===== src/rtl/pos_eval_seq_if.sv =====
// pos_eval_seq_if: config, operand and result handshake bundle for pos_eval_seq.
// master = stimulus / host side, slave = evaluator side.
interface pos_eval_seq_if #(
   parameter int N_IN   = 4,
   parameter int N_TERM = 8
);
   localparam int AW = $clog2(N_TERM);

   // clause table write port
   logic            cfg_we;
   logic [AW-1:0]   cfg_addr;
   logic [N_IN-1:0] cfg_care;
   logic [N_IN-1:0] cfg_neg;
   logic            cfg_en;
   logic            cfg_drop;

   // operand side
   logic            mode;
   logic            in_valid;
   logic            in_ready;
   logic [N_IN-1:0] in_x;

   // result side
   logic            out_valid;
   logic            out_ready;
   logic            out_f;
   logic            busy;

   modport master (
      output cfg_we, cfg_addr, cfg_care, cfg_neg, cfg_en,
      output mode, in_valid, in_x, out_ready,
      input  cfg_drop, in_ready, out_valid, out_f, busy
   );

   modport slave (
      input  cfg_we, cfg_addr, cfg_care, cfg_neg, cfg_en,
      input  mode, in_valid, in_x, out_ready,
      output cfg_drop, in_ready, out_valid, out_f, busy
   );
endinterface


===== src/rtl/pos_eval_seq.sv =====
// pos_eval_seq: programmable sequential POS / SOP evaluator.
// Holds N_TERM clauses over an N_IN-bit operand and folds one clause per clock.
// Optional build macro POS_EARLY_EXIT_EN: leave EVAL the cycle after the
// accumulator reaches its dominant value (POS 0, SOP 1). out_f is the same
// in both builds; only latency differs.
module pos_eval_seq #(
   parameter int N_IN   = 4,
   parameter int N_TERM = 8
) (
   input  logic          clk,
   input  logic          rst_n,
   pos_eval_seq_if.slave bus
);
   localparam int              AW       = $clog2(N_TERM);
   localparam logic [AW-1:0]   LAST_IDX = AW'(N_TERM - 1);

   typedef enum logic [1:0] {S_IDLE, S_EVAL, S_DONE} state_t;

   typedef struct packed {
      logic            en;
      logic [N_IN-1:0] care;
      logic [N_IN-1:0] neg;
   } clause_t;

   clause_t         r_tab [N_TERM];
   state_t          r_state;
   state_t          w_state_nxt;
   logic [N_IN-1:0] r_x;
   logic            r_mode;
   logic [AW-1:0]   r_idx;
   logic            r_acc;
   logic            r_last;
   logic            r_out_f;
   logic            r_cfg_drop;

   logic            w_accept;
   logic            w_finish;
   logic            w_acc_nxt;
   logic            w_pos_clause;
   logic            w_sop_term;
   logic [N_IN-1:0] w_lit;
   clause_t         w_cur;

   // Fold the clause addressed by r_idx into the accumulator
   always_comb begin
      // NOTE: every always_comb output gets a default first so no path can infer a latch.
      w_cur        = r_tab[r_idx];
      w_lit        = (r_x ^ w_cur.neg) & w_cur.care;
      w_pos_clause = |w_lit;                  // empty care -> 0
      w_sop_term   = &(w_lit | ~w_cur.care);  // empty care -> 1
      w_acc_nxt    = r_acc;                   // disabled clause is neutral
      if (w_cur.en) begin
         w_acc_nxt = r_mode ? (r_acc | w_sop_term) : (r_acc & w_pos_clause);
      end
   end

`ifdef POS_EARLY_EXIT_EN
   logic w_dom;
   // Result is decided once the accumulator holds the dominant value
   assign w_dom    = r_mode ? r_acc : ~r_acc;
   assign w_finish = r_last | w_dom;
`else
   assign w_finish = r_last;
`endif

   // State register
   always_ff @(posedge clk or negedge rst_n) begin
      // NOTE: state is updated with non-blocking assignments so every flop samples pre-edge values.
      if (!rst_n) r_state <= S_IDLE;
      else        r_state <= w_state_nxt;
   end

   // Next-state logic and accept decode
   always_comb begin
      w_state_nxt = r_state;
      w_accept    = 1'b0;
      case (r_state)
         S_IDLE: if (bus.in_valid) begin
            w_accept    = 1'b1;
            w_state_nxt = S_EVAL;
         end
         S_EVAL: if (w_finish)      w_state_nxt = S_DONE;
         S_DONE: if (bus.out_ready) w_state_nxt = S_IDLE;
         default:                   w_state_nxt = S_IDLE;
      endcase
   end

   // Operand capture, clause walk and result register
   always_ff @(posedge clk or negedge rst_n) begin
      if (!rst_n) begin
         r_x     <= '0;
         r_mode  <= 1'b0;
         r_idx   <= '0;
         r_acc   <= 1'b1;
         r_last  <= 1'b0;
         r_out_f <= 1'b0;
      end else begin
         case (r_state)
            S_IDLE: if (w_accept) begin
               r_x    <= bus.in_x;
               r_mode <= bus.mode;
               r_idx  <= '0;
               r_acc  <= ~bus.mode;   // POS starts at 1, SOP at 0
               r_last <= 1'b0;
            end
            S_EVAL: begin
               if (w_finish) begin
                  r_out_f <= r_acc;
               end else begin
                  r_acc  <= w_acc_nxt;
                  r_last <= (r_idx == LAST_IDX);
                  r_idx  <= (r_idx == LAST_IDX) ? r_idx : r_idx + AW'(1);
               end
            end
            default: ;
         endcase
      end
   end

   // Clause table: writes commit only in IDLE, so an evaluation never sees a change
   always_ff @(posedge clk or negedge rst_n) begin
      // NOTE: this table is reset on purpose; an unprogrammed function must read as all clauses disabled.
      if (!rst_n) begin
         for (int i = 0; i < N_TERM; i++) r_tab[i] <= '0;
      end else if (bus.cfg_we && (r_state == S_IDLE) && (int'(bus.cfg_addr) < N_TERM)) begin
         r_tab[bus.cfg_addr] <= '{en: bus.cfg_en, care: bus.cfg_care, neg: bus.cfg_neg};
      end
   end

   // One-cycle flag for a write that arrived while busy and was discarded
   always_ff @(posedge clk or negedge rst_n) begin
      if (!rst_n) r_cfg_drop <= 1'b0;
      else        r_cfg_drop <= bus.cfg_we && (r_state != S_IDLE);
   end

   assign bus.in_ready  = (r_state == S_IDLE);
   assign bus.busy      = (r_state != S_IDLE);
   assign bus.out_valid = (r_state == S_DONE);
   assign bus.out_f     = r_out_f;
   assign bus.cfg_drop  = r_cfg_drop;
endmodule


===== src/flat_wrapper.sv =====
// flat-port wrapper written by rule: the top's interface ports become plain ports
module pos_eval_seq_flat 
#(
   parameter int N_IN   = 4,
   parameter int N_TERM = 8
)
  (clk, rst_n, bus_cfg_we, bus_cfg_addr, bus_cfg_care, bus_cfg_neg, bus_cfg_en, bus_mode, bus_in_valid, bus_in_x, bus_out_ready, bus_cfg_drop, bus_in_ready, bus_out_valid, bus_out_f, bus_busy);
  pos_eval_seq_if #(.N_IN(N_IN), .N_TERM(N_TERM)) bus_i ();
  input  logic clk;
  input  logic rst_n;
  input wire logic [$bits(bus_i.cfg_we)-1:0] bus_cfg_we;
  input wire logic [$bits(bus_i.cfg_addr)-1:0] bus_cfg_addr;
  input wire logic [$bits(bus_i.cfg_care)-1:0] bus_cfg_care;
  input wire logic [$bits(bus_i.cfg_neg)-1:0] bus_cfg_neg;
  input wire logic [$bits(bus_i.cfg_en)-1:0] bus_cfg_en;
  input wire logic [$bits(bus_i.mode)-1:0] bus_mode;
  input wire logic [$bits(bus_i.in_valid)-1:0] bus_in_valid;
  input wire logic [$bits(bus_i.in_x)-1:0] bus_in_x;
  input wire logic [$bits(bus_i.out_ready)-1:0] bus_out_ready;
  output wire logic [$bits(bus_i.cfg_drop)-1:0] bus_cfg_drop;
  output wire logic [$bits(bus_i.in_ready)-1:0] bus_in_ready;
  output wire logic [$bits(bus_i.out_valid)-1:0] bus_out_valid;
  output wire logic [$bits(bus_i.out_f)-1:0] bus_out_f;
  output wire logic [$bits(bus_i.busy)-1:0] bus_busy;
  assign bus_i.cfg_we = bus_cfg_we;
  assign bus_i.cfg_addr = bus_cfg_addr;
  assign bus_i.cfg_care = bus_cfg_care;
  assign bus_i.cfg_neg = bus_cfg_neg;
  assign bus_i.cfg_en = bus_cfg_en;
  assign bus_i.mode = bus_mode;
  assign bus_i.in_valid = bus_in_valid;
  assign bus_i.in_x = bus_in_x;
  assign bus_i.out_ready = bus_out_ready;
  assign bus_cfg_drop = bus_i.cfg_drop;
  assign bus_in_ready = bus_i.in_ready;
  assign bus_out_valid = bus_i.out_valid;
  assign bus_out_f = bus_i.out_f;
  assign bus_busy = bus_i.busy;
  pos_eval_seq #(.N_IN(N_IN), .N_TERM(N_TERM)) u_core (.clk(clk), .rst_n(rst_n), .bus(bus_i));
endmodule

===== config.mk =====
export PLATFORM = sky130hd
export DESIGN_NAME = pos_eval_seq_flat
export DESIGN_NICKNAME = d
export VERILOG_FILES = /design/src/rtl/pos_eval_seq_if.sv /design/src/rtl/pos_eval_seq.sv /design/src/flat_wrapper.sv
export SDC_FILE = /design/constraint.sdc
export NUM_CORES = 1
export LEC_CHECK = 0
export BUFFER_PORTS_ARGS = -buffer_cell sky130_fd_sc_hd__buf_2
export CAP_MARGIN = 10
export CORE_MARGIN = 2
export CORE_UTILIZATION = 52
export DETAILED_ROUTE_END_ITERATION = 8
export GPL_ROUTABILITY_DRIVEN = 0
export MAX_ROUTING_LAYER = met4
export PLACE_DENSITY = 0.7
export SETUP_SLACK_MARGIN = 0.3
export SLEW_MARGIN = 20
export SYNTH_ARGS = -nofsm -noshare
export SYNTH_HDL_FRONTEND = slang
export SYNTH_SLANG_ARGS = --single-unit

===== constraint.sdc =====
create_clock -name clk -period 3.1 [get_ports clk]
set_clock_uncertainty 0.2 [all_clocks]
set_input_delay 0.155 -clock clk [delete_from_list [all_inputs] [get_ports clk]]
set_output_delay 0.155 -clock clk [all_outputs]
set_load 0.1 [all_outputs]

Word level (Yosys, flattened, before mapping). Cells that the tools add are included.

Add/subtract/negate cells: 1. Magnitude comparators: 3. Equal/unequal tests: 10. Muxes and demuxes: 24. Bitwise gates (word level): 9. Reduce and logical (&&, ||, !) cells: 14.

Operators by type and width (count): $bwmux W72 (1); $bmux W9 S3 (1); $demux W9 S3 (1); $mux W9 (3); $reduce_and A4 Y1 (3); $mux W3 (3); $ge A4 B4 Y1 const B (2); $mux W1 (8); $ne A2 B2 Y1 const B (4); $not A3 Y4 (2); $mux W2 (3); $ne A2 B1 Y1 const B (3); $pmux W2 S3 (1); $pmux W3 S2 (1); $reduce_and A2 Y1 (3); $and A4 B4 Y4 (1); $lt A4 B1 Y1 const B (1); $not A4 Y4 (1); $or A4 B4 Y4 (1); $pmux W1 S2 (2); $reduce_bool A2 Y1 (2); $reduce_or A4 Y1 (1); $xor A4 B4 Y4 (1); $add A3 B1 Y3 const B (1); 9 further kinds (11).

Flip-flop bits (word level): 86. Input bits: 22. Output and inout port bits: 5. Word-level logic and storage cells: 93.

Depth between registers and ports, before layout.
Depth after elaboration: 13. Gate-level depth with buffers: 7. Gate-level depth less buffers: 6.

Least setup slack after synthesis. OpenSTA, ideal clock, no wires.

Path type: reg2reg. Start point: register u_core.r_state[0]. End point: register u_core.r_tab[0] in the netlist's numbering. Setup time: 0.125 ns. Arrival: 2.924 ns. Data required time: 2.775 ns. Path slack: -0.149 ns. Cell stages (with the launch flop): 7. Buffers on the path: 2. Clock period less this slack: 3.249 ns. Path through: dfrtp_1 nor2_1 and3_1 clkbuf_1 and3_1 buf_2 mux2_2.

Longest elaborated chain between the ends: 2.

Ends and longest elaborated chain: from (decl) (RTL line pos_eval_seq.sv:26) `state_t r_state;`; from (signal assigned) (RTL line pos_eval_seq.sv:70) `else r_state <= w_state_nxt;`; $logic_not A2 Y1; via bus_in_ready (RTL line flat_wrapper.sv:21) `output wire logic [$bits(bus_i.in_ready)-1:0] bus_in_ready;`; $logic_and A1 B1 Y1 (RTL line pos_eval_seq.sv:125) `end else if (bus.cfg_we && (r_state == S_IDLE) && (int'(bus.cfg_addr) < N_TERM)) begin`; to (signal, indexed assignment) (RTL line pos_eval_seq.sv:126) `r_tab[bus.cfg_addr] <= '{en: bus.cfg_en, care: bus.cfg_care, neg: bus.cfg_neg};`; to (decl) (RTL line pos_eval_seq.sv:25) `clause_t r_tab [N_TERM];`.

The timed path passes the listed nets, and every way through them passes these cells. A chain may end at the register's enable or synchronous reset.

Worst setup path after layout.
Start point: register u_core.r_idx[1]. End point: register u_core.r_acc.

Longest elaborated chain between the ends: 13. Elaborated cells between the ends (all ways): 18. Those cells by class: 1 x eq/ne; 7 x mux; 7 x bitwise; 3 x reduce/logical.

Ends and longest elaborated chain: from (decl) (RTL line pos_eval_seq.sv:30) `logic [AW-1:0] r_idx;`; from (signal assigned) (RTL line pos_eval_seq.sv:112) `r_idx <= (r_idx == LAST_IDX) ? r_idx : r_idx + AW'(1);`; $not A3 Y4 (implied by the code) * (RTL line pos_eval_seq.sv:47) `w_cur = r_tab[r_idx];`; $bmux W9 S3 * (RTL line pos_eval_seq.sv:47); $mux W9 (implied by the code) * (2 in series) (RTL line pos_eval_seq.sv:47); $xor A4 B4 Y4 (RTL line pos_eval_seq.sv:48) `w_lit = (r_x ^ w_cur.neg) & w_cur.care;`; $and A4 B4 Y4 (RTL line pos_eval_seq.sv:48); $or A4 B4 Y4 (RTL line pos_eval_seq.sv:50) `w_sop_term = &(w_lit | ~w_cur.care);`; $reduce_and A4 Y1 (RTL line pos_eval_seq.sv:50); $or A1 B1 Y1 (RTL line pos_eval_seq.sv:53) `w_acc_nxt = r_mode ? (r_acc | w_sop_term) : (r_acc & w_pos_clause);`; $mux W1 (RTL line pos_eval_seq.sv:53); $mux W1 (RTL line pos_eval_seq.sv:52) `if (w_cur.en) begin`; $mux W1 (RTL line pos_eval_seq.sv:107) `if (w_finish) begin`; $pmux W1 S2 (RTL line pos_eval_seq.sv:98) `case (r_state)`; to (signal assigned) (RTL line pos_eval_seq.sv:103) `r_acc <= ~bus.mode;`; to (signal assigned) (RTL line pos_eval_seq.sv:110) `r_acc <= w_acc_nxt;`; to (decl) (RTL line pos_eval_seq.sv:31) `logic r_acc;`.

Mark *: on every way between the ends. The rest lies on a longest branch, timed or not. The select of a mux whose other input is x is not followed.

==> metrics.cfg <==
[status]
status=finished clean

[timing]
max_slew_margin_pct=39.4
hold_viol_final=0
tightest_slew_ns=0.909
tns_ns=0
setup_viol=0
grt_setup_unrepaired=no
holdWs_ns=0.0890
fin_crit_sh_pct=82.9
drv_slew=0
max_clock_freq_mhz=389
period_needed_ns=2.57

[global_route]
grt_pass1_vias=2381
grt_max_degree=38
antenna_found_initial=0
grt_pass1_wl_um=12700
overflow=0
track_usage_pct=21.1

[cells_and_area]
diodes=0
syn_to_final_growth_pct=14.9
fin_cells=408
n_fill_cell=543
nNetsFinal=330
final_layout_size_suffix_gt1_share_pct=46.9
fin_util_pct=62.2

[power_and_ir_drop]
leakagePower_uw=0.00201
vdd_drop_max_v=0.000316
power.density_nw_per_um2=1070

[logic_synthesis]
synthTopCellsByArea=dfrtp_1, mux2_2, mux4_2
synthFlopType=dfrtp_1
syn_nets=279
synth.most_common_cell=dfrtp_1
synth_area_leader_cell=dfrtp_1
ys_ff_latch=86
async_flop_share_pct=100
ys_types=31
synth.cell_area_sq_um=3970
ys_warn_count=0
syn_inst=255
seq_area_frac_synth_pct=54.2
synth.avg_cell_area_sq_um=15.6
synth-edff-count=0
yosys.area.top_type_share_pct=53.6
synth_commonest_cells=dfrtp_1, mux2_2, mux4_2

[critical_path]
cpLargestDelayFamily=flip-flops
path_buf_inv=0
crit_arrival_ns=2.63
path_cells=mux4_2 -> mux2i_2 -> xnor2_1 -> o22a_1 -> a211oi_2 -> o31ai_1
critPathMaxStageDelay_ns=0.94
crit_required_ns=3.16
crit_slowest_cell=dfrtp_1
cp_max_fo=20
endpoint_kind=register
path_class=reg2reg
crit_path_start_kind=register

[die]
chipHeight_um=91.4
core_sq_um=7330
start_util_pct=54.2
die_w_um=91.4
die_area_sq_um=8350
ios=27
row_count=31

[clock_network]
clock_latency_ns=0.35
holdBufCountCts=18
cts_tree=built
htreeDepth=3
cts_buffers=9
path_clk_slew_ns=0.08
postCtsSetupBuffers=0
cts_buffer_depth=2
cts_root_buf=clkbuf_8
clkSinkCount=86
cts-resized-gates=0

[detailed_routing]
ant_nets=0
vias=2288
vias_per_cell=5.61
drt_wl_total_um=7760
drt_iter0_drc=124
first_pass_iters=4
routedWlPerCell_um=19.0
remaining_drc_errors=0

[min_path]
hp-class=in2async

[job]
cap_viol_max_count=0

[placed_design]
dp.cells=376
port-buffer-count=26
hpwl_um=4990

path summary, 6_finish.rpt:
path / from / to / slack, ns / cells after the start
max: u_core.r_idx[1] / u_core.r_acc / 0.53 / 6
min reg2reg: u_core.bus.out_f / u_core.bus.out_f / 0.30 / 1
min in group clk: u_core.bus.out_f / u_core.bus.out_f / 0.30 / 1
max reg2reg: u_core.r_idx[1] / u_core.r_acc / 0.53 / 6
max in group asynchronous: rst_n / u_core.r_tab[61] / 1.88 / 3
min: rst_n / u_core.r_tab[0] / 0.09 / 2
logic make-up after synthesis:
group / Yosys count / share of synthesized area, %
flops: 86 / 54.2
fa+ha+maj: 2 / 0.630
simple gates: 28 / 3.31
xor+xnor: 8 / 1.76
compound gates: 16 / 2.77
mux: 105 / 35.7
buf+inv: 10 / 1.54
placed cells by master (no fill, tap or decap), drive strengths merged, types with 3 or more instances in the layout:
cell / netlist / layout
buf: 6 / 30
mux2i: 9 / 9
xnor2: 4 / 4
nand2: 14 / 14
nor2: 3 / 3
dfrtp: 85 / 85
mux2: 78 / 78
nor2b: 4 / 4
mux4: 18 / 18
dlygate4sd3: 0 / 18
a21oi: 3 / 3
and3: 4 / 4
xor2: 4 / 4
o21ai: 4 / 4
clkbuf: 2 / 10
final cells by class:
type	count	area (sq um)	area share, %
flip-flops and latches	86	2150	47.2
inverters	2	7.51	0.165
repair buffers	48	343	7.51
multi-input cells	159	1760	38.5
clock inverters	4	50.0	1.10
clock buffers	10	128	2.80
well taps	99	124	2.71
metrics by stage:
step                      setup WS [ns]  total power, uW  area, sq um
after floorplan                   0.407             3720         3970
after global placement            0.631             4060         4210
after detailed placement          0.546             4140         4210
after CTS                         0.527             4890         4560
after global routing              0.348             5180         4560
final                             0.529             4860         4560
power by group:
| group | leakage, uW | switching, uW | internal [uW] |
|---|---|---|---|
| Clock | 0.0000842 | 375 | 362 |
| Combinational | 0.000863 | 922 | 1150 |
| Sequential | 0.00106 | 379 | 1670 |
per-layer routing:
| layer | vias up | track usage [%] | wire (um) |
|---|---|---|---|
| met1 | 1168 | 28.8 | 3630 |
| met3 | 13 | 3.90 | 275 |
| met5 | - | - | 0 |
| met2 | 55 | 31.4 | 3660 |
| met4 | 0 | 8.96 | 193 |
| li1 | 1052 | - | - |
sequential cells by signal, summed over array words and instances (netlist names):
register / flops
u_core.r_state: 2
u_core.bus.cfg_drop: 1
u_core.r_x: 4
u_core.r_idx: 3
u_core.r_tab: 72
u_core.r_last: 1
u_core.r_acc: 1
u_core.bus.out_f: 1
u_core.r_mode: 1
worst reg2reg max path: cells and delay by family (launching register included):
family	cells	cell delay, ns
flip-flops	1	0.94
AO/OA/AOI/OAI	3	0.50
multiplexers	2	0.68
XOR/XNOR	1	0.17
No activity file was read; power rests on OpenSTA's default activity.
